==> config.mk <==
export PLATFORM = sky130hd
export DESIGN_NAME = if_stage
export DESIGN_NICKNAME = d
export VERILOG_FILES = /design/src/rtl/rv_pkg.sv /design/src/rtl/if_stage.sv
export SDC_FILE = /design/constraint.sdc
export NUM_CORES = 1
export LEC_CHECK = 0
export ABC_AREA = 1
export BUFFER_PORTS_ARGS = -buffer_cell sky130_fd_sc_hd__buf_2
export CAP_MARGIN = 20
export CORE_UTILIZATION = 53
export DETAILED_ROUTE_END_ITERATION = 6
export MAX_ROUTING_LAYER = met4
export PLACE_DENSITY = 0.89
export SYNTH_ARGS = -nofsm -noshare
export SYNTH_HDL_FRONTEND = slang
export SYNTH_SLANG_ARGS = --single-unit
==> constraint.sdc <==
create_clock -name clk -period 2.11 [get_ports clk]
set_input_delay 0.211 -clock clk [delete_from_list [all_inputs] [get_ports clk]]
set_output_delay 0.211 -clock clk [all_outputs]
set_load 0.01 [all_outputs]
==> src/rtl/rv_pkg.sv <==
// -----------------------------------------------------------------------------
// rv_pkg
// Definitions shared by the fetch stage and the main decode controller:
//   - fetchState_e  : fetch FSM state encoding
//   - BUBBLE_INSTR  : word presented downstream when no instruction is held
//   - PC_INCR       : sequential PC step
//   - OP_*          : major opcode field values decoded by the controller
// -----------------------------------------------------------------------------
package rv_pkg;

    typedef enum logic [1:0] {
        S_REQ  = 2'd0,  // presenting a fetch request
        S_WAIT = 2'd1,  // request accepted, waiting for read data
        S_OUT  = 2'd2,  // IF/ID register holds an instruction for decode
        S_DROP = 2'd3   // waiting for a response that a redirect made stale
    } fetchState_e;

    // Opcode 0 is the controller's default decode: every control deasserted.
    localparam logic [31:0] BUBBLE_INSTR = 32'h0000_0000;

    localparam int PC_INCR = 4;

    localparam logic [6:0] OP_RTYPE = 7'b0110011;
    localparam logic [6:0] OP_ITYPE = 7'b0010011;
    localparam logic [6:0] OP_LOAD  = 7'b0000011;
    localparam logic [6:0] OP_STORE = 7'b0100011;

endpackage : rv_pkg

==> src/rtl/if_stage.sv <==
// -----------------------------------------------------------------------------
// if_stage
// Instruction-fetch stage feeding the main decode controller. Holds the PC,
// issues one instruction-memory read at a time, captures the response into
// the IF/ID register and offers it downstream over valid/ready. A redirect
// from branch/jump resolution overrides every other event in its cycle.
//
// Ports
//   clk, rst_n        clock (rising edge), async active-low reset
//   imem_req_valid    fetch request valid (held until accepted)
//   imem_req_ready    memory accepts the request
//   imem_req_addr     fetch address, always equal to the PC
//   imem_rsp_valid    read data valid, one per accepted request
//   imem_rsp_data     instruction word
//   redirect_valid    load a new PC this cycle
//   redirect_pc       redirect target (low two bits ignored)
//   id_valid          IF/ID register holds a valid instruction
//   id_ready          decode consumes the held instruction
//   id_pc             PC of the held instruction
//   id_instr          held instruction, BUBBLE when id_valid=0
//   id_opcode         id_instr[6:0], drives the controller opcode input
// -----------------------------------------------------------------------------
module if_stage
    import rv_pkg::*;
#(
    parameter int              XLEN     = 32,
    parameter logic [XLEN-1:0] RESET_PC = '0,
    parameter logic [31:0]     BUBBLE   = BUBBLE_INSTR
) (
    input  logic            clk,
    input  logic            rst_n,

    output logic            imem_req_valid,
    input  logic            imem_req_ready,
    output logic [XLEN-1:0] imem_req_addr,
    input  logic            imem_rsp_valid,
    input  logic [31:0]     imem_rsp_data,

    input  logic            redirect_valid,
    input  logic [XLEN-1:0] redirect_pc,

    output logic            id_valid,
    input  logic            id_ready,
    output logic [XLEN-1:0] id_pc,
    output logic [31:0]     id_instr,
    output logic [6:0]      id_opcode
);

    fetchState_e     state;
    fetchState_e     nextState;
    logic [XLEN-1:0] pc;
    logic [XLEN-1:0] idPc;
    logic [31:0]     idInstr;

    logic            reqFire;      // request handshake this cycle
    logic            rspCapture;   // response lands in the IF/ID register
    logic            outstanding;  // a read is in flight after this cycle
    logic [XLEN-1:0] redirectAligned;

    assign reqFire         = (state == S_REQ) && imem_req_ready;
    assign rspCapture      = (state == S_WAIT) && imem_rsp_valid && !redirect_valid;
    assign redirectAligned = {redirect_pc[XLEN-1:2], 2'b00};

    // A redirect must not let a still-pending response be mistaken for the
    // instruction at the new target, so we park in S_DROP until it returns.
    assign outstanding = ((state == S_WAIT) && !imem_rsp_valid) ||
                         reqFire ||
                         ((state == S_DROP) && !imem_rsp_valid);

    // ---------------------------------------------------------------- state
    // NOTE: sequential state uses non-blocking assignments so every register
    // samples the pre-edge values regardless of block ordering.
    always_ff @(posedge clk or negedge rst_n) begin
        if (!rst_n) begin
            state <= S_REQ;
        end else begin
            state <= nextState;
        end
    end

    // ----------------------------------------------------------- next state
    // NOTE: the default assignment at the top keeps this block free of
    // inferred latches on paths no case arm covers.
    always_comb begin
        nextState = state;
        if (redirect_valid) begin
            nextState = outstanding ? S_DROP : S_REQ;
        end else begin
            unique case (state)
                S_REQ:   if (imem_req_ready) nextState = S_WAIT;
                S_WAIT:  if (imem_rsp_valid) nextState = S_OUT;
                S_OUT:   if (id_ready)       nextState = S_REQ;
                S_DROP:  if (imem_rsp_valid) nextState = S_REQ;
                default:                     nextState = S_REQ;
            endcase
        end
    end

    // -------------------------------------------------------------- outputs
    always_comb begin
        imem_req_valid = (state == S_REQ);
        id_valid       = (state == S_OUT);
    end

    assign imem_req_addr = pc;
    assign id_pc         = idPc;
    assign id_instr      = idInstr;
    assign id_opcode     = idInstr[6:0];

    // ------------------------------------------------------------- datapath
    // The PC advances only when a fetch completes, so it always names the
    // next instruction to request; redirects overwrite it unconditionally.
    always_ff @(posedge clk or negedge rst_n) begin
        if (!rst_n) begin
            pc      <= RESET_PC;
            idPc    <= '0;
            idInstr <= BUBBLE;
        end else if (redirect_valid) begin
            pc      <= redirectAligned;
            idInstr <= BUBBLE;
        end else if (rspCapture) begin
            idInstr <= imem_rsp_data;
            idPc    <= pc;
            pc      <= pc + XLEN'(PC_INCR);
        end else if ((state == S_OUT) && id_ready) begin
            idInstr <= BUBBLE;
        end
    end

endmodule : if_stage
==> flow_summary.ini <==
[yosys]
yosysTopAreaCell = dfrtp_1
synth_commonest_cells = 219 x nand2_1, 94 x dfrtp_1, 70 x nor2_1
yosysWarnings = 0
synth_flop_cell = dfrtp_1
ys_seq_area_share_pct = 50.7
synth_seq_cells = 94
synth_edf_count = 0
yosys.area.top_type_share_pct = 50.7
synth_cell_types = 33
synth_async_sr_flop_share_pct = 100
postSynthAreaPerCell_um2 = 7.70
synthCells = 602
synth_area_mm2 = 0.00464
synth_area_leaders = dfrtp_1 51%, nand2_1 18%, nand3_1 7.0%
synth.most_common_cell = nand2_1

[setup_path]
cpMostUsedCell = nand2_1
slowest_stage = dfrtp_1
cp_slowest_stage_delay_ns = 0.43
endpoint_kind = flop
path_buf_inv = 1
start_kind = flop
crit_start = imem_req_addr[3]
reg2reg_from = imem_req_addr[3]
critical_path_required_ns = 2.37
crit_family = simple AND/OR/NAND/NOR gates
crit_fanout = 6
crit_path_cell_trace = ha_1 > nand2_1 > nor2_1 > nand2_1 > inv_1 > nand2_1 > nor2_2 > nand2_1 > nand2_1 > nand3b_1
arrival_ns = 1.95
crit_type = flop to flop

[clock_tree]
clock-sinks = 94
cts_tree = yes
clk_pin_slew_ns = 0.10
htreeDepth = 3
cts_root_buffer = clkbuf_8
worstSkewPairLatency_ns = 0.37
cts_made_buffers = 9
cts_setup_buffers = 0
clock_path_buffers = 2

[grt]
grt_max_degree = 68
grt_pass1_wl_um = 19200
gr-total-overflow = 0
antenna_found_initial = 0
track_usage_pct = 28.8
grt_pass1_vias = 4123

[pwr]
combinationalPowerShare_pct = 34.1
switching_share_pct = 38.5
clkPwrFrac_pct = 19.5
cellInternalPower_uw = 3490
leakagePower_uw = 0.00313
seqPwrFrac_pct = 46.4
p_sw_uw = 2180
pwr_density_cell_mw_per_mm2 = 993
vdd_drop_max_uv = 553

[detailed_routing]
drt_iter0_drc = 204
vias = 4676
avgRoutedWirePerCell_um = 14.8
via_per_inst = 5.38
detail-route-antenna-nets = 0
drt_first_pass_iters = 7
drc = 0
routed_wl_um = 12800

[floorplan]
core_area_mm2 = 0.00834
die_x_um = 95.6
rows = 33
start_util_pct = 55.6
io_pins = 175
chipHeight_um = 95.6
dieArea_mm2 = 0.00913

[status]
outcome = complete, no violations

[sta]
finalSetupViolCount = 0
drv_slew = 0
rsz0062_at_grt = no
post-route-period-util_pct = 80.5
tightest_slew_ns = 0.559
timing.fmax_mhz = 589
hold_slack_ns = 0.0391
finClkSkew_ns = 0.0130
tns_ns = 0
finalCriticalPeriod_ns = 1.70
worst_slack_ns = 0.412
relSlewSlack_pct = 62.7
hold_viol_final = 0

[final_layout]
drive_gt1_share_pct = 27.4
nFillCells = 717
final_util_pct = 68.4
syn_to_final_growth_pct = 23.1
layout.nets = 830
fin_cells = 869
regArea_mm2 = 0.00235
multi_input_comb_area_mm2 = 0.00195
num_antenna_cells = 0

[placed_design]
place_ws_ns = 0.458
dp_hpwl_um = 9290
place_congestion = 0.937
dp.cells = 852
port_buffers = 168

[job]
drv_cap = 0

[worst_hold_path]
hold_start = imem_rsp_data[17]
hold_path.class = input pin to flop
## worst register-to-register path: stages, from the launching register on
cell	delay, ns
dfrtp_1	0.43
ha_1	0.22
nand2_1	0.09
nor2_1	0.10
nand2_1	0.10
inv_1	0.08
nand2_1	0.12
nor2_2	0.24
nand2_1	0.08
nand2_1	0.06
nand3b_1	0.07
## power by group through the flow
| stage | combinational (µW) | clock [µW] | sequential, µW |
|---|---|---|---|
| finish | 1930 | 1110 | 2630 |
| global route | 2160 | 1200 | 2690 |
| CTS | 1950 | 1120 | 2620 |
| detailed placement | 1940 | 0 | 2660 |
| global placement | 1880 | 0 | 2630 |
| floorplan | 888 | 0 | 2840 |
## registers in the layout, summed over array words and instances, names as in the netlist
name,count
id_instr,32
id_pc,30
imem_req_addr,30
state,2
## through the flow
step | cell area, µm² | total power (µW)
after floorplan | 4650 | 3730
after global placement | 5520 | 4510
after detailed placement | 5520 | 4600
after CTS | 5710 | 5700
after global routing | 5710 | 6050
final | 5710 | 5670
## logic make-up (layout without fill, tap and decap cells)
family | count (synthesis) | in the layout | synth area share, %
simple gates | 389 | 389 | 35.4
fa+ha+maj | 1 | 1 | 0.270
other cells | 1 | 4 | 0.0809
buf+inv | 72 | 231 | 7.47
flops | 94 | 94 | 50.7
compound gates | 41 | 41 | 5.29
xor+xnor | 4 | 4 | 0.755
## layer usage
layer	GRT usage (%)	share of wire, %	routed length, µm	up-vias
met5	-	0	0	-
met4	14.1	2.9	367	0
met2	47.7	48	6180	260
li1	-	-	-	2221
met3	4.63	8.7	1120	35
met1	34.2	40	5160	2160
## final timing paths
path / slack (ns) / end / cells after the start
max: 0.41 / imem_req_addr[30] / 10
min: 0.04 / id_instr[17] / 3
max reg2reg: 0.41 / imem_req_addr[30] / 10
min reg2reg: 0.47 / id_pc[4] / 2
max in group asynchronous: 1.04 / id_pc[28] / 3
min in group asynchronous: 0.37 / id_pc[20] / 2
## cell type report
class / instances / share of cell area, %
tap: 105 / 2.30
clock buffer: 12 / 2.54
multi-input combinational: 439 / 34.2
sequential: 94 / 41.2
timing repair buffer: 178 / 16.8
clock inverter: 4 / 0.548
inverter: 37 / 2.43
## cell usage in the layout (no fill, tap or decap), types with 2 or more instances in the layout
master      synthesis  layout
nand4_1            11      11
clkbuf_8            0      10
nand3_1            65      65
o21ai_1            14      14
inv_2               7       7
a22oi_1             2       2
xor2_1              3       3
buf_4              14       7
nor2_4              3       3
inv_1              30      30
clkbuf_1            3       2
a21oi_1             4       4
conb_1              1       4
clkinvlp_4          0       3
buf_12              0       3
buf_2              13     167
o21ai_0             7       7
o211ai_1            9       9
nand3b_1            3       3
or2_1               2       2
nor2_2              6       6
nor3_1              8       8
nor2_1             70      70
dfrtp_1            94      94
nand2_1           219     219
## what timing repair did
item / 4_1_cts / 5_1_grt
endpoints found under the hold margin: 42 / 0
hold buffers: 1 / 0
resized for setup: 0 / 0
endpoints found under the setup margin: 0 / 0
Power figures use the tool's default switching activity.
